--- config.mk ---
export PLATFORM = sky130hd
export DESIGN_NAME = fifo_uart_tx
export DESIGN_NICKNAME = d
export VERILOG_FILES = /design/src/rtl/uart_pkg.sv /design/src/rtl/uart_bit_timer.sv /design/src/rtl/fifo_uart_tx.sv
export SDC_FILE = /design/constraint.sdc
export NUM_CORES = 1
export LEC_CHECK = 0
export BUFFER_PORTS_ARGS = -buffer_cell sky130_fd_sc_hd__buf_2
export CORE_MARGIN = 2
export CORE_UTILIZATION = 53
export CTS_CLUSTER_DIAMETER = 100
export DETAILED_ROUTE_END_ITERATION = 10
export PLACE_DENSITY = 0.74
export REMOVE_ABC_BUFFERS = 1
export SLEW_MARGIN = 0
export SYNTH_ARGS = -nofsm -noshare
export SYNTH_HDL_FRONTEND = slang
export SYNTH_HIERARCHICAL = 1
export SYNTH_SLANG_ARGS = --single-unit
--- constraint.sdc ---
create_clock -name clk -period 2.45 [get_ports clk]
set_input_delay 0.49 -clock clk [delete_from_list [all_inputs] [get_ports clk]]
set_output_delay 0.49 -clock clk [all_outputs]
set_load 0.005 [all_outputs]
--- src/rtl/uart_pkg.sv ---
`default_nettype none
// ============================================================================
//  Package     : uart_pkg
//  Description : Shared state encoding and default bit timing for the UART
//                transmitter and its bit timer.
//  Revision    : 1.0 - initial release
// ============================================================================
package uart_pkg;

    localparam int unsigned DEFAULT_CLKS_PER_BIT = 16;
    localparam int unsigned DATA_BITS            = 8;

    typedef enum logic [2:0] {
        ST_IDLE  = 3'd0,
        ST_FETCH = 3'd1,
        ST_LOAD  = 3'd2,
        ST_START = 3'd3,
        ST_DATA  = 3'd4,
        ST_STOP  = 3'd5
    } tx_state_e;

endpackage
`default_nettype wire

--- src/rtl/uart_bit_timer.sv ---
`default_nettype none
// ============================================================================
//  Module      : uart_bit_timer
//  Description : Free-running bit-period counter; pulses bit_done on the last
//                cycle of each CLKS_PER_BIT-long bit while run is high.
//  Revision    : 1.0 - initial release
// ============================================================================
module uart_bit_timer
    import uart_pkg::*;
#(
    parameter int unsigned CLKS_PER_BIT = DEFAULT_CLKS_PER_BIT
) (
    input  logic clk,
    input  logic reset,
    input  logic run,
    output logic bit_done
);

    localparam int unsigned    CNT_W    = (CLKS_PER_BIT > 1) ? $clog2(CLKS_PER_BIT) : 1;
    localparam logic [CNT_W-1:0] CNT_LAST = CNT_W'(CLKS_PER_BIT - 1);

    logic [CNT_W-1:0] count_q;
    logic [CNT_W-1:0] count_d;

    // Holding the count at zero while stopped makes the first bit after run
    // rises exactly CLKS_PER_BIT cycles long.
    always_comb begin
        count_d  = count_q;
        bit_done = 1'b0;
        if (!run) begin
            count_d = '0;
        end else if (count_q == CNT_LAST) begin
            count_d  = '0;
            bit_done = 1'b1;
        end else begin
            count_d = count_q + CNT_W'(1);
        end
    end

    always_ff @(posedge clk) begin
        if (reset) begin
            count_q <= '0;
        end else begin
            count_q <= count_d;
        end
    end

endmodule
`default_nettype wire

--- src/rtl/fifo_uart_tx.sv ---
`default_nettype none
// ============================================================================
//  Module      : fifo_uart_tx
//  Description : 8N1 UART transmitter that pops bytes straight from a FIFO
//                read port (one-cycle read latency) and serialises them LSB
//                first.
//  Revision    : 1.0 - initial release
// ============================================================================
module fifo_uart_tx
    import uart_pkg::*;
#(
    parameter int unsigned CLKS_PER_BIT = DEFAULT_CLKS_PER_BIT
) (
    input  logic       clk,
    input  logic       reset,
    input  logic       enable,
    input  logic       fifo_empty,
    input  logic [7:0] fifo_dout,
    output logic       fifo_rd_en,
    output logic       tx,
    output logic       busy
);

    localparam logic [2:0] LAST_BIT = 3'(DATA_BITS - 1);

    tx_state_e  state_q;
    tx_state_e  state_d;
    logic [7:0] shift_q;
    logic [7:0] shift_d;
    logic [2:0] bit_idx_q;
    logic [2:0] bit_idx_d;
    logic       tx_q;
    logic       tx_d;
    logic       bit_run;
    logic       bit_done;

    assign bit_run = (state_q == ST_START) || (state_q == ST_DATA) || (state_q == ST_STOP);

    uart_bit_timer #(
        .CLKS_PER_BIT (CLKS_PER_BIT)
    ) u_bit_timer (
        .clk      (clk),
        .reset    (reset),
        .run      (bit_run),
        .bit_done (bit_done)
    );

    always_comb begin
        state_d   = state_q;
        shift_d   = shift_q;
        bit_idx_d = bit_idx_q;
        tx_d      = tx_q;
        unique case (state_q)
            ST_IDLE: begin
                if (enable && !fifo_empty) begin
                    state_d = ST_FETCH;
                end
            end
            ST_FETCH: begin
                state_d = ST_LOAD;
            end
            // fifo_dout is valid here, one cycle after the pop.
            ST_LOAD: begin
                shift_d   = fifo_dout;
                bit_idx_d = '0;
                tx_d      = 1'b0;
                state_d   = ST_START;
            end
            ST_START: begin
                if (bit_done) begin
                    tx_d    = shift_q[0];
                    state_d = ST_DATA;
                end
            end
            ST_DATA: begin
                if (bit_done) begin
                    if (bit_idx_q == LAST_BIT) begin
                        tx_d    = 1'b1;
                        state_d = ST_STOP;
                    end else begin
                        tx_d      = shift_q[1];
                        shift_d   = {1'b0, shift_q[7:1]};
                        bit_idx_d = bit_idx_q + 3'd1;
                    end
                end
            end
            ST_STOP: begin
                if (bit_done) begin
                    state_d = ST_IDLE;
                end
            end
            default: begin
                tx_d    = 1'b1;
                state_d = ST_IDLE;
            end
        endcase
    end

    always_ff @(posedge clk) begin
        if (reset) begin
            state_q   <= ST_IDLE;
            shift_q   <= '0;
            bit_idx_q <= '0;
            tx_q      <= 1'b1;
        end else begin
            state_q   <= state_d;
            shift_q   <= shift_d;
            bit_idx_q <= bit_idx_d;
            tx_q      <= tx_d;
        end
    end

    assign fifo_rd_en = (state_q == ST_FETCH);
    assign busy       = (state_q != ST_IDLE);
    assign tx         = tx_q;

endmodule
`default_nettype wire

==> metrics list <==
- Worst Min Path Start: u_bit_timer/count_q[0]$_SDFF_PP0_
* TritonCTS Buffers: 3
- Cell accounting for the most synthesized area: sky130_fd_sc_hd__dfxtp_1
- In the final routed layout, each cell accounts on average for between 10 and 15 um.
- Global-route wire length before repair: about 2700 um
- For this block, the routed nets add up to 1518 um of wire.
- In this run, the number of DRC markers left after iteration 0 of detailed routing was 15.
- By instance count, the leading cell after synthesis is sky130_fd_sc_hd__dfxtp_1.
- In the routed layout, each cell is associated on average with a via count of between 5 and 6.
* Post-CTS Setup Inserts: 0
- Setup slack on the critical path of the routed design comes to between 0.2 and 0.3 ns.
* Crit path DAT: 2.37 ns
- Number of H-tree levels: 1
* Most used standard cells in the synthesized netlist: sky130_fd_sc_hd__dfxtp_1, sky130_fd_sc_hd__nor2_1, sky130_fd_sc_hd__mux2i_1, sky130_fd_sc_hd__a211oi_1, sky130_fd_sc_hd__nand3_1
- Req. time, crit path: between 2 and 3 ns
* Fin Setup TNS: 0 ns
- The startpoint identified for the worst register-to-register timing path is state_q[1]$_SDFFE_PP0P_.
- Synthesis-stage register bit count: 19
- Delay of the slowest cell on the worst path: around 0.5 ns
- Crit path to: shift_q[6]$_SDFFE_PP0P_
- The worst setup path is launched from a flop.
- CP max FO: 21
- Root Driver: sky130_fd_sc_hd__clkbuf_4
- Cells with a size suffix above 1 make up a little under a fifth of the layout.
* Total core area: 1559 um^2
- Total DRC errors in the routed layout: 0
* Max IR drop VDD: approximately 400 uV
- Relative slew margins: roughly four fifths
* Area Growth Syn to Fin: 10.70%
- Area enclosed by the die boundary: slightly above 2000 um^2
- The mapped netlist covers slightly above 900 um^2.
- Fill cells in the final layout number 144.
- After clock tree synthesis, the repair step resized 0 gates.
* Final layout net count: about 130
- Primary FF master, synth: sky130_fd_sc_hd__dfxtp_1
- At the pin with the least slew margin, the transition time is 0.3022 ns.
- Yosys printed 6 warnings.
- In this run the count of I/O pins placed on the die edge is 15.
- Depth of the worst register-to-register path: 9
- Share of the clock period used by the worst path after layout: 88.10%
- Power spread over the standard cell area amounts to between 500 and 600 nW/um^2.
* Cell with the most instances on the worst path: sky130_fd_sc_hd__nor2_1
* Remaining antenna violation count: 0
- The average instance in the mapped netlist occupies around 9.1 um^2.
- Startpoint of the most critical setup path: state_q[1]$_SDFFE_PP0P_
- The first TritonRoute pass finished after 4 iterations.
* Clock slew at the register clock pins of the worst setup and hold paths: ~0.11 ns
- Post-Place Worst Slack: 0.2961 ns
- Placement row count: 14
* N_diodes: 0
- Global routing used around 18% of the available tracks across all layers.
- Measured on the finished design, the core utilization comes to about 65%.
* Placer congestion estimate: just over 0.7
- Between clock sinks in the finished design, the worst skew comes to between 0.005 and 0.006 ns.
* Max frequency: between 0.4 and 0.5 GHz
- The count of final hold-check violations came to 0.
- Final cell area excluding filler cells: approximately 1000 um^2
- Die Width: between 40 and 50 um
- Yosys top cell area share: about two fifths
- Min-Delay Path Depth: 1
- Initial antenna violation count: 0
- The worst path in the final design needs a cycle of roughly 2.2 ns, including I/O delays and setup.
- The signal on the critical path passes through nor2b_2 -> a21o_1 -> inv_1 -> nor2_1 -> nor4bb_1 -> o21a_1 -> buf_4 -> nor2_1 -> a211oi_1.
* Final Max Slew Viols: 0
* P_leak: roughly 0.39 nW
- Entering global routing, the biggest net connects 22 pins.
- After global routing the overflow that remains totals 0.
- Via count of the routed design: ~740
- For this configuration, the core starts out at a cell density of between 50 and 60%.
- STA classifies the critical path endpoint as a flop.
* Number of max-cap violations: 0
* Reg-to-reg slack, setup: 0.29 ns
* Final count of negative-setup-slack endpoints: 0
- Post-layout power: 0.5559 mW
- The critical path is of the reg -> reg type.
* Cell with the largest stage delay on the worst path: sky130_fd_sc_hd__dfxtp_1
* Clock tree from TritonCTS: yes
- The via count of the first global-routing pass was 640.
- Counting every sink on the clock net gives 19.
- Setup repair after global routing left no endpoint under its margin.
- The clock passes through at most 2 buffers.
- In this run the worst hold path is classified as reg -> reg.
- Sequential element share of the synthesized area: a little over two fifths
- The worst register-to-register path ends at shift_q[6]$_SDFFE_PP0P_.
- Fraction of synthesis flops using an asynchronous set or reset pin: 0%
- The synthesized netlist contains 30 unique library cells.
- Cell count after synthesis: 100
* Latest clock arrival within the worst-skew pair: approximately 0.3 ns
- The synthesized design contains 0 enable-type register cells.
- Yosys attributes the largest share of cell area to sky130_fd_sc_hd__dfxtp_1, sky130_fd_sc_hd__mux2i_1, sky130_fd_sc_hd__a211oi_1, sky130_fd_sc_hd__nor2_1, sky130_fd_sc_hd__ha_1.
* Placed inst area: 983.4 um^2
- Outcome: completed
* Height of the chip: about 45 um
- Number of port buffers: 14
- Hold buffer count at CTS: 0
[flip-flops by register name (all words and copies together) (netlist names)]
signal               count
bit_idx_q                3
shift_q                  8
state_q                  3
tx                       1
u_bit_timer/count_q      4
[power by group]
part | switching, mW | internal, mW | total, mW
Combinational | 0.0310 | 0.0318 | 0.0628
Clock | 0.0938 | 0.0634 | 0.157
Sequential | 0.0125 | 0.323 | 0.336
[per-layer routing]
layer / GRT usage [%] / part of all wire [%] / routed length (um)
met2: 26.48 / 43 / 658
met1: 24.02 / 51 / 776
met3: 3.571 / 4.4 / 67
met4: 8.824 / 0.92 / 14
met5: 0 / 0 / 0
[cell families after synthesis]
logic type	Yosys count	share of synthesized area, %
AO/OA/AOI/OAI	20	14.54
XOR/XNOR	2	1.921
adder cells (fa/ha/maj)	3	4.116
buffers and inverters	9	5.760
flip-flops	19	41.70
multiplexers	8	8.780
AND/OR/NAND/NOR	39	23.18
[how the worst min path moves through the flow]
stage                                                   end  slack [ns]
after floorplan           u_bit_timer/count_q[0]$_SDFF_PP0_        0.42
after global placement    u_bit_timer/count_q[0]$_SDFF_PP0_        0.43
after detailed placement  u_bit_timer/count_q[0]$_SDFF_PP0_        0.44
after CTS                 u_bit_timer/count_q[0]$_SDFF_PP0_        0.46
after global routing                shift_q[7]$_SDFFE_PP0P_        0.47
final                     u_bit_timer/count_q[0]$_SDFF_PP0_        0.45
[through the flow]
step / instances / hold slack (ns)
floorplan: 94 / 0.4176
global placement: 127 / 0.4323
detailed placement: 127 / 0.4441
CTS: 131 / 0.4598
global route: 131 / 0.4717
finish: 131 / 0.4546
[area by class of cell]
type	count	area, um^2	area share, %
Clock buffer	4	26.28	2.602
Inverter	3	11.26	1.115
Multi-Input combinational cell	72	479.2	47.46
Sequential cell	19	380.4	37.67
Tap cell	16	20.02	1.983
Timing Repair Buffer	17	92.59	9.170
[layout by cell type (no fill, tap or decap), types with 4 or more instances in the layout]
| cell | netlist | layout |
|---|---|---|
| sky130_fd_sc_hd__o21ai_0 | 4 | 4 |
| sky130_fd_sc_hd__mux2i_1 | 8 | 8 |
| sky130_fd_sc_hd__a211oi_1 | 7 | 7 |
| sky130_fd_sc_hd__a21oi_1 | 5 | 5 |
| sky130_fd_sc_hd__nand3_1 | 6 | 6 |
| sky130_fd_sc_hd__nand2b_1 | 4 | 4 |
| sky130_fd_sc_hd__buf_2 | 3 | 14 |
| sky130_fd_sc_hd__nor3_1 | 4 | 4 |
| sky130_fd_sc_hd__dfxtp_1 | 19 | 19 |
| sky130_fd_sc_hd__nor2_1 | 12 | 12 |
[critical path, delay by kind of cell (launching register included)]
kind                   cells  cell delay (ns)
flip-flops                 1             0.49
AO/OA/AOI/OAI              3             0.54
buffers and inverters      2             0.26
AND/OR/NAND/NOR            4             0.79
No activity file was read; power rests on OpenSTA's default activity.
